### src/rtl/sad_search_ctrl_pkg.sv
// Shared encodings for the SAD block-match sequencer.
package sad_search_ctrl_pkg;

    // The column advance is folded into the last COL_RUN cycle. Because of
    // that, NEXT_COL never has a cycle of its own and has no encoding here.
    typedef enum logic [1:0] {
        S_IDLE     = 2'd0,
        S_LOAD_WIN = 2'd1,
        S_COL_RUN  = 2'd2,
        S_DONE     = 2'd3
    } state_t;

    // Tag that travels with each read into its data cycle.
    typedef enum logic [1:0] {
        TAG_NONE    = 2'd0,
        TAG_WIN     = 2'd1,
        TAG_FRM     = 2'd2,
        TAG_FRM_CMP = 2'd3
    } tag_t;

    localparam logic [31:0] SAD_MAX = 32'hFFFF_FFFF;

    function automatic logic is_frame_tag(input tag_t t);
        return (t == TAG_FRM) || (t == TAG_FRM_CMP);
    endfunction

endpackage

### src/rtl/sad_search_ctrl_if.sv
// Bundle of the CSR side, the SAD memory port and the SAD unit controls.
interface sad_search_ctrl_if #(
    parameter int ADDR_W = 32,
    parameter int DIM_W  = 10
);
    logic              start;
    logic [ADDR_W-1:0] win_base;
    logic [ADDR_W-1:0] frm_base;
    logic [ADDR_W-1:0] frm_stride;
    logic [DIM_W-1:0]  frm_w;
    logic [DIM_W-1:0]  frm_h;
    logic              mem_rd;
    logic [ADDR_W-1:0] mem_addr;
    logic              window_shift;
    logic              frame_shift;
    logic [31:0]       sad_value;
    logic              busy;
    logic              done;
    logic [31:0]       best_sad;
    logic [DIM_W-1:0]  best_x;
    logic [DIM_W-1:0]  best_y;

    // Core / SAD unit side
    modport master (
        output start, win_base, frm_base, frm_stride, frm_w, frm_h, sad_value,
        input  mem_rd, mem_addr, window_shift, frame_shift,
               busy, done, best_sad, best_x, best_y
    );

    // Sequencer side
    modport slave (
        input  start, win_base, frm_base, frm_stride, frm_w, frm_h, sad_value,
        output mem_rd, mem_addr, window_shift, frame_shift,
               busy, done, best_sad, best_x, best_y
    );
endinterface

### src/rtl/sad_search_ctrl_min_tracker.sv
// Running minimum of SAD values with the coordinates of the first minimum.
module sad_min_tracker
    import sad_search_ctrl_pkg::*;
#(
    parameter int DIM_W = 10
) (
    input  logic             clk,
    input  logic             rst_n,
    input  logic             clear,
    input  logic             valid,
    input  logic [31:0]      sad,
    input  logic [DIM_W-1:0] x,
    input  logic [DIM_W-1:0] y,
    output logic [31:0]      best_sad,
    output logic [DIM_W-1:0] best_x,
    output logic [DIM_W-1:0] best_y
);

    // Strictly-smaller update, so on a tie the earlier candidate stays.
    always_ff @(posedge clk or negedge rst_n) begin
        if (!rst_n) begin
            best_sad <= SAD_MAX;
            best_x   <= '0;
            best_y   <= '0;
        end else if (clear) begin
            best_sad <= SAD_MAX;
            best_x   <= '0;
            best_y   <= '0;
        end else if (valid && (sad < best_sad)) begin
            best_sad <= sad;
            best_x   <= x;
            best_y   <= y;
        end
    end

endmodule

### src/rtl/sad_search_ctrl.sv
// Exhaustive 4x4 block-match sequencer: reads the window, then scans the
// frame column-major and feeds the SAD unit, keeping the best candidate.
module sad_search_ctrl
    import sad_search_ctrl_pkg::*;
#(
    parameter int ADDR_W = 32,
    parameter int DIM_W  = 10
) (
    input logic               clk,
    input logic               rst_n,
    sad_search_ctrl_if.slave  bus
);

    state_t            state, next_state;
    tag_t              tag_iss, tag_q;
    logic              rd, accept;
    logic              last_row, last_col;
    logic [ADDR_W-1:0] addr, col_base, stride_q;
    logic [DIM_W-1:0]  w_q, h_q, x_cnt, y_cnt;
    logic [DIM_W-1:0]  cand_x_q, cand_y_q;
    logic              done_q;

    assign last_row = (y_cnt == h_q - DIM_W'(1));
    assign last_col = (x_cnt == w_q - DIM_W'(4));

    // State register.
    always_ff @(posedge clk or negedge rst_n) begin
        if (!rst_n) state <= S_IDLE;
        else        state <= next_state;
    end

    // Next state and read issue. Row 3 onward of each column completes a
    // candidate, so those reads carry the compare tag.
    always_comb begin
        next_state = state;
        rd         = 1'b0;
        tag_iss    = TAG_NONE;
        accept     = 1'b0;
        case (state)
            S_IDLE: begin
                if (bus.start) begin
                    accept = 1'b1;
                    if ((bus.frm_w < DIM_W'(4)) || (bus.frm_h < DIM_W'(4)))
                        next_state = S_DONE;
                    else
                        next_state = S_LOAD_WIN;
                end
            end
            S_LOAD_WIN: begin
                rd      = 1'b1;
                tag_iss = TAG_WIN;
                if (y_cnt == DIM_W'(3)) next_state = S_COL_RUN;
            end
            S_COL_RUN: begin
                rd      = 1'b1;
                tag_iss = (y_cnt >= DIM_W'(3)) ? TAG_FRM_CMP : TAG_FRM;
                if (last_row && last_col) next_state = S_DONE;
            end
            S_DONE:  next_state = S_IDLE;
            default: next_state = S_IDLE;
        endcase
    end

    // Config latch, row/column counters and incremental address generation.
    // At the end of a column the next column's base goes straight onto the
    // address, so row 0 of x+1 follows the last row of x with no gap.
    always_ff @(posedge clk or negedge rst_n) begin
        if (!rst_n) begin
            addr     <= '0;
            col_base <= '0;
            stride_q <= '0;
            w_q      <= '0;
            h_q      <= '0;
            x_cnt    <= '0;
            y_cnt    <= '0;
        end else if (accept) begin
            addr     <= bus.win_base;
            col_base <= bus.frm_base;
            stride_q <= bus.frm_stride;
            w_q      <= bus.frm_w;
            h_q      <= bus.frm_h;
            x_cnt    <= '0;
            y_cnt    <= '0;
        end else if (state == S_LOAD_WIN) begin
            if (y_cnt == DIM_W'(3)) begin
                y_cnt <= '0;
                addr  <= col_base;
            end else begin
                y_cnt <= y_cnt + DIM_W'(1);
                addr  <= addr + ADDR_W'(4);
            end
        end else if (state == S_COL_RUN) begin
            if (last_row) begin
                y_cnt    <= '0;
                x_cnt    <= x_cnt + DIM_W'(1);
                col_base <= col_base + ADDR_W'(1);
                addr     <= col_base + ADDR_W'(1);
            end else begin
                y_cnt <= y_cnt + DIM_W'(1);
                addr  <= addr + stride_q;
            end
        end
    end

    // Tag pipeline: carries each read's tag and candidate coordinates into
    // the cycle its data is on the bus.
    always_ff @(posedge clk or negedge rst_n) begin
        if (!rst_n) begin
            tag_q    <= TAG_NONE;
            cand_x_q <= '0;
            cand_y_q <= '0;
            done_q   <= 1'b0;
        end else begin
            tag_q    <= tag_iss;
            cand_x_q <= x_cnt;
            cand_y_q <= y_cnt - DIM_W'(3);
            done_q   <= (state == S_DONE);
        end
    end

    sad_min_tracker #(.DIM_W(DIM_W)) u_min (
        .clk      (clk),
        .rst_n    (rst_n),
        .clear    (accept),
        .valid    (tag_q == TAG_FRM_CMP),
        .sad      (bus.sad_value),
        .x        (cand_x_q),
        .y        (cand_y_q),
        .best_sad (bus.best_sad),
        .best_x   (bus.best_x),
        .best_y   (bus.best_y)
    );

    assign bus.mem_rd       = rd;
    assign bus.mem_addr     = rd ? addr : '0;
    assign bus.window_shift = (tag_q == TAG_WIN);
    assign bus.frame_shift  = is_frame_tag(tag_q);
    assign bus.busy         = (state != S_IDLE);
    assign bus.done         = done_q;

endmodule
### src/flat_wrapper.sv
// flat-port wrapper written by rule: the top's interface ports become plain ports
module sad_search_ctrl_flat import sad_search_ctrl_pkg::*;
#(
    parameter int ADDR_W = 32,
    parameter int DIM_W  = 10
)
  (clk, rst_n, bus_start, bus_win_base, bus_frm_base, bus_frm_stride, bus_frm_w, bus_frm_h, bus_sad_value, bus_mem_rd, bus_mem_addr, bus_window_shift, bus_frame_shift, bus_busy, bus_done, bus_best_sad, bus_best_x, bus_best_y);
  sad_search_ctrl_if #(.ADDR_W(ADDR_W), .DIM_W(DIM_W)) bus_i ();
  input logic clk;
  input logic rst_n;
  input wire logic [$bits(bus_i.start)-1:0] bus_start;
  input wire logic [$bits(bus_i.win_base)-1:0] bus_win_base;
  input wire logic [$bits(bus_i.frm_base)-1:0] bus_frm_base;
  input wire logic [$bits(bus_i.frm_stride)-1:0] bus_frm_stride;
  input wire logic [$bits(bus_i.frm_w)-1:0] bus_frm_w;
  input wire logic [$bits(bus_i.frm_h)-1:0] bus_frm_h;
  input wire logic [$bits(bus_i.sad_value)-1:0] bus_sad_value;
  output wire logic [$bits(bus_i.mem_rd)-1:0] bus_mem_rd;
  output wire logic [$bits(bus_i.mem_addr)-1:0] bus_mem_addr;
  output wire logic [$bits(bus_i.window_shift)-1:0] bus_window_shift;
  output wire logic [$bits(bus_i.frame_shift)-1:0] bus_frame_shift;
  output wire logic [$bits(bus_i.busy)-1:0] bus_busy;
  output wire logic [$bits(bus_i.done)-1:0] bus_done;
  output wire logic [$bits(bus_i.best_sad)-1:0] bus_best_sad;
  output wire logic [$bits(bus_i.best_x)-1:0] bus_best_x;
  output wire logic [$bits(bus_i.best_y)-1:0] bus_best_y;
  assign bus_i.start = bus_start;
  assign bus_i.win_base = bus_win_base;
  assign bus_i.frm_base = bus_frm_base;
  assign bus_i.frm_stride = bus_frm_stride;
  assign bus_i.frm_w = bus_frm_w;
  assign bus_i.frm_h = bus_frm_h;
  assign bus_i.sad_value = bus_sad_value;
  assign bus_mem_rd = bus_i.mem_rd;
  assign bus_mem_addr = bus_i.mem_addr;
  assign bus_window_shift = bus_i.window_shift;
  assign bus_frame_shift = bus_i.frame_shift;
  assign bus_busy = bus_i.busy;
  assign bus_done = bus_i.done;
  assign bus_best_sad = bus_i.best_sad;
  assign bus_best_x = bus_i.best_x;
  assign bus_best_y = bus_i.best_y;
  sad_search_ctrl #(.ADDR_W(ADDR_W), .DIM_W(DIM_W)) u_core (.clk(clk), .rst_n(rst_n), .bus(bus_i));
endmodule
### config.mk
export PLATFORM = sky130hd
export DESIGN_NAME = sad_search_ctrl_flat
export DESIGN_NICKNAME = d
export VERILOG_FILES = /design/src/rtl/sad_search_ctrl_pkg.sv /design/src/rtl/sad_search_ctrl_if.sv /design/src/rtl/sad_search_ctrl_min_tracker.sv /design/src/rtl/sad_search_ctrl.sv /design/src/flat_wrapper.sv
export SDC_FILE = /design/constraint.sdc
export NUM_CORES = 1
export LEC_CHECK = 0
export CORE_MARGIN = 3
export CORE_UTILIZATION = 25
export DETAILED_ROUTE_END_ITERATION = 12
export HOLD_SLACK_MARGIN = 0.12
export SLEW_MARGIN = 20
export SYNTH_ARGS = -nofsm -noshare
export SYNTH_HDL_FRONTEND = slang
export SYNTH_SLANG_ARGS = --single-unit
### constraint.sdc
create_clock -name clk -period 3.01 [get_ports clk]
set_input_delay 0.602 -clock clk [delete_from_list [all_inputs] [get_ports clk]]
set_output_delay 0.602 -clock clk [all_outputs]
set_load 0.01 [all_outputs]
* After elaboration in Yosys (flattened, before gate mapping)
Index checks and enable logic that the tools add are counted. W data, S select, Z words.
Storage, ports and cells: bits in registers 213, bits in latches 0, memory bits (writable) 0, memory bits (read-only) 0, output and inout port bits 89, memories 0
Cells by class: add/subtract/negate cells 8, $mul 0, div/mod/pow operators 0, order comparisons 4, eq/ne operators 13, shift operators 0, multiplexer cells 35, bitwise gates (word level) 0, reductions and logical operators 13
Operators with widths (number):
- $mux W32 | 12
- $mux W10 | 13
- $add A32 B1 Y32 const B | 1
- $add A32 B3 Y32 const B | 1
- $add A32 B32 Y32 | 1
- $lt A32 B32 Y1 | 1
- $add A10 B1 Y10 const B | 2
- $eq A10 B10 Y1 | 2
- $lt A10 B3 Y1 const B | 2
- $eq A10 B2 Y1 const B | 1
- $ge A10 B2 Y1 const B | 1
- $sub A10 B1 Y10 const B | 1
- $sub A10 B2 Y10 const B | 1
- $sub A10 B3 Y10 const B | 1
- $eq A2 B2 Y1 const B | 4
- $mux W2 | 4
- $pmux W2 S4 | 1
- $reduce_bool A2 Y1 | 4
- $ne A2 B1 Y1 const B | 3
- $reduce_and A3 Y1 | 2
- $eq A2 B1 Y1 const B | 2
- $mux W1 | 4
- $pmux W2 S2 | 1
- $reduce_bool A3 Y1 | 1
- 5 further kinds | 7

* Logic depth before layout (Yosys ltp)
Gate-level depths: netlist of the first run.
depth after elaboration 6, mapped depth 12

* Cells and area by module
From an unflattened synthesis of the first run, not the netlist that was laid out.
Second synthesis, totals: cells, all modules 1749, area, all modules 14602.8 µm²
By module, submodules not included:
- sad_search_ctrl | times used 1, cells an instance 1414, area each 11342.1 µm²
- sad_min_tracker | times used 1, cells an instance 335, area each 3260.6 µm²

* Worst setup path after synthesis of the first run
No wires, ideal clock.
path type register -> register, from register u_core.u_min.best_sad[9], to register u_core.u_min.best_sad[0], library setup time 0.075 ns, arrival time 2.811 ns, required time 2.935 ns, setup slack 0.124 ns, cell stages (with the launch flop) 13, buffers on the path 2, period minus slack after synthesis 2.886 ns, cells stage by stage dfstp_2 > inv_1 > ha_1 > a21o_1 > a21o_1 > a21o_1 > or3_1 > o211ai_1 > a311oi_1 > nor3_1 > clkbuf_1 > buf_2 > mux2i_1
On the way: word-level cells in the longest chain between the ends 3
Ends and longest elaborated chain:
- from (decl) | line sad_search_ctrl_min_tracker.sv:14 | output logic [31:0] best_sad,
- from (signal assigned) | line sad_search_ctrl_min_tracker.sv:22 | best_sad <= SAD_MAX;
- from (signal assigned) | line sad_search_ctrl_min_tracker.sv:26 | best_sad <= SAD_MAX;
- from (signal assigned) | line sad_search_ctrl_min_tracker.sv:30 | best_sad <= sad;
- $lt A32 B32 Y1 | line sad_search_ctrl_min_tracker.sv:29 | end else if (valid && (sad < best_sad)) begin
- $logic_and A1 B1 Y1 | line sad_search_ctrl_min_tracker.sv:29
- $reduce_bool A2 Y1 (no line)
No other way between the ends. A chain may end at the register's enable or synchronous reset.

* Final worst setup path of the first run
from register u_core.state[1], to output port bus_mem_addr[24]
On the way: word-level cells in the longest chain between the ends 4
Ends and longest elaborated chain:
- from (decl) | line sad_search_ctrl.sv:14 | state_t state, next_state;
- from (signal assigned) | line sad_search_ctrl.sv:29 | else state <= next_state;
- $eq A2 B2 Y1 / $eq A2 B1 Y1 (equally long branches) | line sad_search_ctrl.sv:39 | case (state)
- $reduce_or A2 Y1 (no line) (*)
- $mux W1 (*) | line sad_search_ctrl.sv:39
- $mux W32 (*) | line sad_search_ctrl.sv:135 | assign bus.mem_addr = rd ? addr : '0;
- to (decl) | line flat_wrapper.sv:19 | output wire logic [$bits(bus_i.mem_addr)-1:0] bus_mem_addr;
Every way passes the cells marked *; elsewhere a longest branch is shown, timed or not.

==> summary.md, run 1 <==
Power and ir drop
* Static Leak: 8.78 nW
* peak supply drop: 0.571 mV
* Cell Pwr Density: 1180 nW/um^2

Place
* number of port buffers: 239
* dpl hpwl: 41800 um
* weighted congestion reported at the end of routability-driven placement: 0.903

Global routing
* largest net degree at the start of global routing: 84
* wire length of the first global-routing pass: 83800 um
* initial antenna violation count: 5
* residual overflow from global routing: 0
* Total GRT Usage: 0.173
* via count of the first global-routing pass: 14300

STA
* relative max-transition margin: 0.537
* shortest period the worst path allows: 2.92 ns
* hold violation count in the final report: 0
* ratio of final minimum period to clock period: 0.969
* slew at the pin with the worst max-slew slack: 0.688 ns
* accumulated negative setup slack: 0 ns
* timing-limited maximum frequency: 343 MHz
* total count of max-transition violations in the final report: 0
* final clock skew: 0.0330 ns
* final setup violation count: 0

Floorplan
* floorplan die area: 61400 sq um
* total core area: 57800 sq um
* Die X-Extent: 248 um
* number of standard-cell rows in the floorplan: 88
* height of the die: 248 um
* initial core utilization: 0.253
* top-level I/O count: 240

Critical path
* Critical path origin: u_core.state[1]$_DFFE_PN0P_
* reg-to-reg setup timing slack: 0.13 ns
* critical path data required time: 2.41 ns
* Worst R2R Start: u_core.y_cnt[6]$_DFFE_PN0P_
* worst-path fanout max: 11
* endpoint of the most critical register-to-register path: u_core.x_cnt[9]$_DFFE_PN0P_
* type of the setup path with the least slack: flop to output port
* kind of end point of the critical path: output port
* Reg2Reg Depth: 10
* Worst Path Arrival: 2.31 ns
* startpoint type of the worst setup path: flop

Route
* DRC violations left: 0
* Via Count: 14300
* number of vias per cell after detailed routing: 5.00
* amount of wire on met3 after detailed routing: 3480 um
* iteration-0 DRC count of the detailed router: 1046
* sum of met2 wire segment lengths after detailed routing: 25500 um
* antenna violation net count after detailed routing: 0
* top metal layer carrying routed signals: met5
* first-pass iteration count of the detailed router: 5
* length of routed wiring on met1: 24400 um
* total wire length after detailed routing: 55200 um
* routed length per placed instance: 19.2 um

Yosys
* number of flops mapped to enable cells by yosys: 0
* Seq cells post-synth: 213
* Synth Area per Inst: 8.23 sq um
* predominant post-synthesis flop cell: dfrtp_1
* sequential share of the synthesized area: 0.367
* number of instances in the synthesized netlist: 1777
* Synth warnings: 0
* combined area of all synthesized cells: 14600 sq um
* share of flip-flops with an asynchronous set or reset after synthesis: 1.00
* number of different library cells in the post-synthesis netlist: 79
* synthesized net count: 2002

Run
* max_cap viols: 0

Worst hold path
* path class of the lowest-slack min-delay path: flop to flop
* startpoint of the lowest-slack hold path: u_core.stride_q[14]$_DFFE_PN0P_
* worst hold path depth: 2
* endpoint of the worst hold-timing path: u_core.stride_q[14]$_DFFE_PN0P_

Clock network
* clock tree from TritonCTS: done
* H-tree levels: 1
* root buffer selected by CTS: clkbuf_16
* number of clock buffers inserted by TritonCTS: 28
* Bufs on Longest Clock Path: 3
* clock slew seen by the registers of the worst setup and hold paths: 0.06 ns
* clock latency on the worst-skew pair: 0.58 ns
* number of clock sinks: 213

Layout
* core occupancy in the finished layout: 0.344
* commonest cells after routing, fill and taps aside: nand2_1, clkdlybuf4s50_1, dfrtp_1
* most common cell after layout, fill and taps aside: nand2_1
* layout-stage area growth over the synthesis result: 36.1%
* final layout net count: 2303
* fraction of layout cells with a size suffix above 1: 0.124
* Layout fillers: 5949

Outcome
* outcome: finished clean

area by class of cell:
type	instances	area [sq um]	area share
repair buffers	381	3650	0.184
clock buffers	40	807	0.0405
multi-input cells	1397	8730	0.438
well taps	765	957	0.0481
diodes	2	5.00	0.000251
inverters	57	214	0.0107
clock inverters	10	175	0.00880
flip-flops and latches	213	5370	0.270
sequential cells by signal, indices dropped and copies added, names as in the netlist:
name and cells:
u_core.bus.done 1, u_core.u_min.best_sad 32, u_core.y_cnt 10, u_core.h_q 10, u_core.cand_y_q 10, u_core.addr 32
u_core.cand_x_q 10, u_core.stride_q 32, u_core.state 2, u_core.col_base 32, u_core.u_min.best_x 10, u_core.w_q 10
u_core.x_cnt 10, u_core.u_min.best_y 10, u_core.tag_q 2
per-stage QoR:
stage          total power [W]  worst slack, ns  hold WS, ns  area, sq um  std cells
3_5_place_dp            0.0193           -0.385        0.476        18700       2803
3_3_place_gp            0.0192           -0.360        0.475        18700       2803
6_report                0.0235           0.0930        0.489        19900       2865
4_1_cts                 0.0232          0.00990        0.492        19700       2856
5_1_grt                 0.0252          -0.0118        0.511        19900       2863
2_1_floorplan           0.0135            0.124        0.306        14600       1777
critical path: stages (launching register included):
cell and delay (ns):
dfrtp_1 0.37, inv_1 0.12, ha_4 0.36, buf_4 0.19, and2_1 0.17, clkdlybuf4s50_1 0.55
synthesized netlist by cell type, drive strengths merged (12+ instances only):
library cell,count,area share
a211oi,13,0.0067
a21o,34,0.017
a21oi,101,0.035
and2,41,0.018
and3,28,0.012
buf,24,0.0089
clkbuf,86,0.022
dfrtp,181,0.31
dfstp,32,0.057
ha,73,0.062
inv,57,0.015
mux2i,62,0.042
nand2,300,0.077
nand3,55,0.019
nand4,30,0.013
nor2,173,0.045
nor3,27,0.0096
nor3b,12,0.0062
nor4,15,0.0074
o211ai,23,0.012
o21ai,120,0.041
or3,21,0.0090
xnor2,57,0.034
xor2,53,0.032
cell families after synthesis:
family,count (synthesis),share of synthesized area
AOI/OAI and AO/OA,400,0.175
xor gates and xnor gates,110,0.0659
adders and majority gates,75,0.0645
buffers and inverters,167,0.0457
DFF,213,0.367
muxes,62,0.0424
and+or+nand+nor,750,0.240
layer usage:
metal / track usage / vias up
met5: 0 / -
met4: 0.0566 / 6
met3: 0.0296 / 101
met2: 0.286 / 418
met1: 0.230 / 6936
li1: - / 6867
report_power, final:
part | switching, W | leakage (nW) | internal, W
logic | 0.00789 | 5.72 | 0.00644
registers | 0.00128 | 2.58 | 0.00422
clock network | 0.00135 | 0.485 | 0.00227
total | 0.0105 | 8.78 | 0.0129
timing repair:
item / 4_1_cts / 5_1_grt
endpoints found under the setup margin: 38 / 91
cloned: 0 / 2
gates resized for setup: 3 / 30
setup buffers: 2 / 5
endpoints found under the hold margin: 46 / 0
hold buffers: 1 / 0
pin swaps: 2 / 8
worst max path at each step:
stage,endpoint,slack [ns],depth (start not counted)
2_1_floorplan,u_core.u_min.best_sad[0]$_DFFE_PN1P_,0.12,12
3_3_place_gp,u_core.u_min.best_sad[15]$_DFFE_PN1P_,-0.36,12
3_5_place_dp,u_core.u_min.best_y[9]$_DFFE_PN0P_,-0.38,12
4_1_cts,bus_mem_addr[5],0.01,5
5_1_grt,u_core.u_min.best_x[9]$_DFFE_PN0P_,-0.01,12
6_report,bus_mem_addr[24],0.09,5
No activity file was read; power rests on OpenSTA's default activity.
==> run 2: changes to the inputs <==
--- a/config.mk
+++ b/config.mk
@@ -8,8 +8,8 @@
 export CORE_MARGIN = 3
 export CORE_UTILIZATION = 25
 export DETAILED_ROUTE_END_ITERATION = 12
+export DONT_BUFFER_PORTS = 1
 export HOLD_SLACK_MARGIN = 0.12
-export SLEW_MARGIN = 20
 export SYNTH_ARGS = -nofsm -noshare
 export SYNTH_HDL_FRONTEND = slang
 export SYNTH_SLANG_ARGS = --single-unit
==> run 2 against run 1 <==
Power shrank 5.9%. Critical path type is now flop to flop. Clock power grew 3%. The flow now finishes with violations (negative hold slack). Non-clock buffer count shrank 230. Sequential share of layout area grew 3.4 points.
==> summary.md, run 2 (synthesized netlist as in run 1, its figures left out) <==
Route
* Via Count: 13700, -4.7%
* antenna violation net count after detailed routing: 0, unchanged
* DRC violations left: 0, unchanged
* iteration-0 DRC count of the detailed router: 939, -10%
* total wire length after detailed routing: 55400 um, +0.37%
* number of vias per cell after detailed routing: 5.17, +3.4%
* routed length per placed instance: 21.0 um, +9.0%
* first-pass iteration count of the detailed router: 6, +1

STA
* timing-limited maximum frequency: 347 MHz, +1.1%
* final setup violation count: 0, unchanged
* hold violation count in the final report: 181, +181
* slew at the pin with the worst max-slew slack: 0.866 ns, +0.179 ns
* relative max-transition margin: 0.422, -0.114
* final-layout worst hold slack: -0.266 ns, -0.755 ns
* total count of max-transition violations in the final report: 0, unchanged
* final clock skew: 0.0180 ns, -0.0149 ns
* shortest period the worst path allows: 2.89 ns, -0.0318 ns
* setup repair after global routing missed its margin: true
* ratio of final minimum period to clock period: 0.959, -0.0106

Clock network
* clock slew seen by the registers of the worst setup and hold paths: 0.06 ns, about the same
* Bufs on Longest Clock Path: 3, unchanged
* clock latency on the worst-skew pair: 0.58 ns, about the same
* clock tree from TritonCTS: done
* number of buffers added to fix hold violations after cts: 33, +32
* H-tree levels: 1, unchanged
* root buffer selected by CTS: clkbuf_16
* number of clock sinks: 213, unchanged
* number of clock buffers inserted by TritonCTS: 29, +3.6%

Power and ir drop
* Static Leak: 7.84 nW, -11%
* sequential share of power: 0.260, +0.025
* Clock Power Share: 0.170, +0.016
* net switching power: 0.0105 W, -0.26%
* total chip power: 0.0221 W, -5.9%
* logic gate share of total power: 0.571, -0.040
* Sw Share: 0.476, +0.0271
* Cell Pwr Density: 1250 nW/um^2, +5.8%
* peak supply drop: 0.547 mV, -4.2%
* internal power: 0.0116 W, -11%

Place
* dpl hpwl: 40900 um, -2.2%
* Cells after DPL: 2538, -9.5%
* weighted congestion reported at the end of routability-driven placement: 0.937, +3.8%
* number of port buffers: 0, -100%
* Area after DPL: 16000 sq um, -14%

Global routing
* residual overflow from global routing: 0, unchanged
* via count of the first global-routing pass: 13500, -5.6%
* initial antenna violation count: 5, unchanged
* Total GRT Usage: 0.171, -0.00194
* wire length of the first global-routing pass: 81900 um, -2.4%
* largest net degree at the start of global routing: 214, +150%

Floorplan
* number of standard-cell rows in the floorplan: 88, unchanged
* height of the die: 248 um, unchanged
* top-level I/O count: 240, unchanged
* floorplan die area: 61400 sq um, unchanged
* initial core utilization: 0.253, unchanged
* Die X-Extent: 248 um, unchanged
* total core area: 57800 sq um, unchanged

Run
* max_cap viols: 0, unchanged

Critical path
* type of the setup path with the least slack: flop to flop
* Worst Path Arrival: 3.34 ns, +1.03 ns
* startpoint type of the worst setup path: flop
* worst-path fanout max: 3, -8
* kind of end point of the critical path: flop
* critical path data required time: 3.46 ns, +1.05 ns

Layout
* most common cell after layout, fill and taps aside: nand2_1
* count of non-filler cells in the finished layout: 2639, -7.9%
* fraction of layout cells with a size suffix above 1: 0.131, +0.00701
* final layout net count: 2074, -9.9%
* final design area excluding fillers: 17700 sq um, -11%
* commonest cells after routing, fill and taps aside: nand2_1, dfrtp_1, nor2_1
* Layout fillers: 6067, +2.0%
* layout-stage area growth over the synthesis result: 21.0%

Outcome
* violated checks: negative hold slack
* outcome: finished, violations left

Worst hold path
* path class of the lowest-slack min-delay path: input port to asynchronous set/reset pin

run 2: changes by cell type in the layout (fill, tap and decap cells not counted), sizes merged:
| cell | delta |
|---|---|
| inv | +2 |
| clkdlybuf4s50 | -236 |
| dlygate4sd3 | +32 |
| buf | -25 |
| clkinvlp | +4 |
| bufinv | -1 |
| clkinv | -1 |
| clkbuf | +1 |
| dlymetal6s2s | -2 |
run 2: critical path, stage by stage, from the launching register on:
cell      delay [ns]
dfrtp_1         0.42
ha_1            0.22
fa_1            0.41
a211oi_2        0.25
o21ai_2         0.14
o211ai_1        0.20
buf_4           0.16
a21oi_1         0.12
nor2_1          0.23
xnor2_1         0.19
mux2i_1         0.11
a31oi_1         0.31
run 2: power groups by stage:
stage | logic, W | clock network [W] | registers (W)
CTS | 0.0123 | 0.00386 | 0.00573
global route | 0.0138 | 0.00395 | 0.00589
floorplan | 0.00823 | 0 | 0.00528
finish | 0.0126 | 0.00374 | 0.00573
global placement | 0.0119 | 0 | 0.00574
detailed placement | 0.0121 | 0 | 0.00577
run 2: timing repair:
action	4_1_cts	5_1_grt
setup buffers	1	6
setup endpoints to repair	58	82
pin swaps	2	7
gates resized for setup	5	34
gates cloned	1	4
hold endpoints to repair	246	213
run 2: path summary, 6_finish.rpt:
kind / start / to / slack [ns] / depth (start not counted)
setup / recovery: u_core.addr[0]$_DFFE_PN0P_ / u_core.addr[22]$_DFFE_PN0P_ / 0.12 / 11
hold / removal: rst_n / u_core.col_base[2]$_DFFE_PN0P_ / -0.27 / 0
setup reg to reg: u_core.addr[0]$_DFFE_PN0P_ / u_core.addr[22]$_DFFE_PN0P_ / 0.12 / 11
hold reg to reg: u_core.stride_q[14]$_DFFE_PN0P_ / u_core.stride_q[14]$_DFFE_PN0P_ / 0.49 / 2
max in group asynchronous: rst_n / u_core.h_q[5]$_DFFE_PN0P_ / 2.52 / 0
min in group clk: bus_frm_stride[26] / u_core.stride_q[26]$_DFFE_PN0P_ / 0.14 / 2
run 2: final cells by class:
type	count	area, sq um	area share
inverter	57	214	0.0121
clock inverter	14	199	0.0112
timing repair buffer	151	1400	0.0793
tap	765	957	0.0541
clock buffer	40	837	0.0473
antenna	2	5.00	0.000283
sequential	213	5370	0.303
multi-input combinational	1397	8710	0.492
run 2: layer usage:
layer,track usage,share of wire,wire length (um),up-vias
li1,-,-,-,6399
met1,0.221,0.43,23700,6673
met2,0.292,0.48,26500,494
met3,0.0345,0.070,3900,83
met4,0.0450,0.023,1260,4
met5,0,0.00061,34,-
run 2: per-stage QoR:
stage               setup TNS [ns]  setup slack [ns]  utilization  hold slack, ns
floorplan                        0             0.124            -           0.306
global placement             -1.43           -0.0439        0.277           0.326
detailed placement           -2.85            -0.132        0.277           0.324
CTS                              0            0.0113        0.302          -0.301
global route                -0.280           -0.0604        0.306          -0.284
finish                           0             0.125        0.306          -0.266
==> run 3: changes to the inputs <==
--- a/config.mk
+++ b/config.mk
@@ -5,8 +5,10 @@
 export SDC_FILE = /design/constraint.sdc
 export NUM_CORES = 1
 export LEC_CHECK = 0
+export ABC_AREA = 0
 export CORE_MARGIN = 3
 export CORE_UTILIZATION = 25
+export CTS_BUF_LIST = sky130_fd_sc_hd__clkbuf_4 sky130_fd_sc_hd__clkbuf_8 sky130_fd_sc_hd__clkbuf_16
 export DETAILED_ROUTE_END_ITERATION = 12
 export DONT_BUFFER_PORTS = 1
 export HOLD_SLACK_MARGIN = 0.12
==> constraint.sdc (replaced) <==
create_clock -name clk -period 3.35 [get_ports clk]
set_input_delay 0.67 -clock clk [delete_from_list [all_inputs] [get_ports clk]]
set_output_delay 0.67 -clock clk [all_outputs]
set_load 0.01 [all_outputs]
==> run 3 against run 2 <==
The flow still finishes with violations (negative hold slack). Final area decreased by 5.6%. Combinational power decreased by 17%. Via count decreased by 2.9%. Global-route usage decreased by 0.070 points. Count of clock-buffer cells in the layout increased by 2. Sequential power decreased by 8.4%. Die area unchanged. Highest routed layer unchanged. Critical endpoint is now u_core.x_cnt[9]$_DFFE_PN0P_. Sequential share of layout area increased by 1.8 points. Clock skew increased by 0.0073 ns. Register-to-register slack improved by 0.08 ns. Critical path depth decreased by 2. First-iteration DRC count increased by 7.2%.
==> summary.md, run 3 (synthesized netlist as in run 1, its figures left out) <==
Route
* routed length per placed instance: 21.2 um, +1.1%
* Via Count: 13300, -2.9%
* DRC violations left: 0, unchanged
* number of vias per cell after detailed routing: 5.20, +0.50%
* antenna violation net count after detailed routing: 0, unchanged
* first-pass iteration count of the detailed router: 5, -1
* iteration-0 DRC count of the detailed router: 1007, +7.2%
* total wire length after detailed routing: 54000 um, -2.4%

STA
* timing-limited maximum frequency: 318 MHz, -8.2%
* hold violation count in the final report: 181, unchanged
* min setup slack post-route: 0.207 ns, +0.0819 ns
* accumulated negative setup slack: 0 ns, unchanged
* shortest period the worst path allows: 3.14 ns, +0.258 ns
* final clock skew: 0.0254 ns, +0.00732 ns
* setup repair after global routing missed its margin: false
* slew at the pin with the worst max-slew slack: 0.744 ns, -0.123 ns
* total count of max-transition violations in the final report: 0, unchanged
* final setup violation count: 0, unchanged
* final-layout worst hold slack: -0.202 ns, +0.0635 ns
* ratio of final minimum period to clock period: 0.938, -0.0202
* relative max-transition margin: 0.504, +0.0817

Critical path
* startpoint type of the worst setup path: flop
* master of the slowest instance on the critical path: a2111o_1
* critical path data required time: 3.86 ns, +0.40 ns
* Reg2Reg Depth: 9, -2
* Worst R2R Start: u_core.h_q[2]$_DFFE_PN0P_
* type of the setup path with the least slack: flop to flop
* CP max stage delay: 0.58 ns, +0.16 ns
* worst-path fanout max: 8, +5
* Worst Path Arrival: 3.65 ns, +0.31 ns
* reg-to-reg setup timing slack: 0.21 ns, +0.08 ns
* buffers and inverters on the worst path: 1, unchanged
* endpoint of the most critical register-to-register path: u_core.x_cnt[9]$_DFFE_PN0P_
* ordered cell list for the critical path: nor4_4, a21oi_1, a311o_1, a2111o_1, nor3_1, buf_4, nand3_1, or3_1, a21oi_1
* kind of end point of the critical path: flop
* most frequent CP cell: a21oi_1
* kind of cell adding the most delay to the critical path: compound AO/OA/AOI/OAI gates

Power and ir drop
* net switching power: 0.00913 W, -13%
* total chip power: 0.0190 W, -14%
* Clock Power Share: 0.176, +0.006
* sequential share of power: 0.276, +0.016
* Static Leak: 7.38 nW, -5.8%
* Cell Pwr Density: 1140 nW/um^2, -8.7%
* Sw Share: 0.480, +0.00414
* logic gate share of total power: 0.548, -0.023
* peak supply drop: 0.530 mV, -3.1%
* internal power: 0.00989 W, -15%

Clock network
* number of clock sinks: 213, unchanged
* clock slew seen by the registers of the worst setup and hold paths: 0.06 ns, about the same
* clock tree from TritonCTS: done
* number of clock buffers inserted by TritonCTS: 29, unchanged
* clock latency on the worst-skew pair: 0.59 ns, about the same
* root buffer selected by CTS: clkbuf_16
* H-tree levels: 1, unchanged
* Bufs on Longest Clock Path: 3, unchanged

Global routing
* global routing met1 resource utilization: 0.220, -0.000764
* met2 Usage GRT: 0.282, -0.0104
* initial antenna violation count: 7, +2
* residual overflow from global routing: 0, unchanged
* via count of the first global-routing pass: 13100, -3.5%
* Total GRT Usage: 0.171, -0.000697
* most congested layer reported by global routing: met2
* largest net degree at the start of global routing: 214, unchanged
* wire length of the first global-routing pass: 81500 um, -0.48%
* GRT met3 Usage: 0.0391, +0.00465

Place
* Place WS: 0.184 ns, +0.316 ns
* weighted congestion reported at the end of routability-driven placement: 0.921, -1.7%
* number of port buffers: 0, unchanged
* dpl hpwl: 40200 um, -1.8%
* Area after DPL: 15700 sq um, -2.3%

Layout
* fraction of layout cells with a size suffix above 1: 0.0960, -0.0355
* layout-stage area growth over the synthesis result: 14.3%
* core occupancy in the finished layout: 0.289, -0.0171
* commonest cells after routing, fill and taps aside: nand2_1, dfrtp_1, nor2_1
* most common cell after layout, fill and taps aside: nand2_1
* final design area excluding fillers: 16700 sq um, -5.6%
* Layout fillers: 6168, +1.7%
* final layout net count: 1984, -4.3%

Floorplan
* number of standard-cell rows in the floorplan: 88, unchanged
* floorplan die area: 61400 sq um, unchanged
* total core area: 57800 sq um, unchanged
* top-level I/O count: 240, unchanged
* height of the die: 248 um, unchanged
* Die X-Extent: 248 um, unchanged
* initial core utilization: 0.253, unchanged

Outcome
* outcome: finished, violations left
* violated checks: negative hold slack

Worst hold path
* path class of the lowest-slack min-delay path: input port to asynchronous set/reset pin

Run
* max_cap viols: 0, unchanged

[run 3: changes by cell type in the layout (fill, tap and decap cells not counted), sizes merged]
cell,delta
buf,-54
dlygate4sd3,-33
bufinv,-1
clkbuf,-1
clkinv,+1
clkinvlp,-1
inv,-1
[run 3: what timing repair did]
item                                   CTS  global route
buffers inserted                         0             0
gates resized for setup                  0             1
endpoints found under the hold margin  213           213
setup endpoints to repair                0             1
[run 3: cell type report]
class | instances | area (sq um) | share of cell area
inverter | 57 | 214 | 0.0128
tap | 765 | 957 | 0.0573
multi-input combinational | 1397 | 8610 | 0.515
sequential | 213 | 5370 | 0.321
clock buffer | 42 | 872 | 0.0522
clock inverter | 12 | 158 | 0.00943
timing repair buffer | 61 | 520 | 0.0311
antenna | 2 | 5.00 | 0.000300
[run 3: metrics by stage]
step,hold slack [ns],instances
floorplan,0.374,1777
global placement,0.395,2493
detailed placement,0.392,2493
CTS,-0.260,2547
global route,-0.245,2548
finish,-0.202,2549
[run 3: worst max path at each step]
stage,start,end,cells after the start
3_5_place_dp,bus_sad_value[9],u_core.u_min.best_x[5]$_DFFE_PN0P_,10
3_3_place_gp,bus_sad_value[9],u_core.u_min.best_y[8]$_DFFE_PN0P_,10
6_report,u_core.h_q[2]$_DFFE_PN0P_,u_core.x_cnt[9]$_DFFE_PN0P_,9
5_1_grt,u_core.h_q[2]$_DFFE_PN0P_,u_core.addr[23]$_DFFE_PN0P_,9
4_1_cts,u_core.u_min.best_sad[9]$_DFFE_PN1P_,u_core.u_min.best_x[5]$_DFFE_PN0P_,11
2_1_floorplan,bus_sad_value[9],u_core.u_min.best_sad[0]$_DFFE_PN1P_,11
[run 3: per-layer routing]
layer  share of wire  vias to the layer above  wire length [um]
li1                -                     6231                 -
met1            0.43                     6442             23100
met2            0.47                      485             25400
met3           0.070                       85              3790
met4           0.031                       10              1660
met5          0.0014                        -                75
[run 3: power groups by stage]
stage	Clock (W)	Combinational, W	Sequential, W
2_1_floorplan	0	0.00739	0.00474
3_3_place_gp	0	0.0101	0.00525
3_5_place_dp	0	0.0103	0.00528
4_1_cts	0.00345	0.0104	0.00524
5_1_grt	0.00354	0.0116	0.00538
6_report	0.00335	0.0104	0.00525
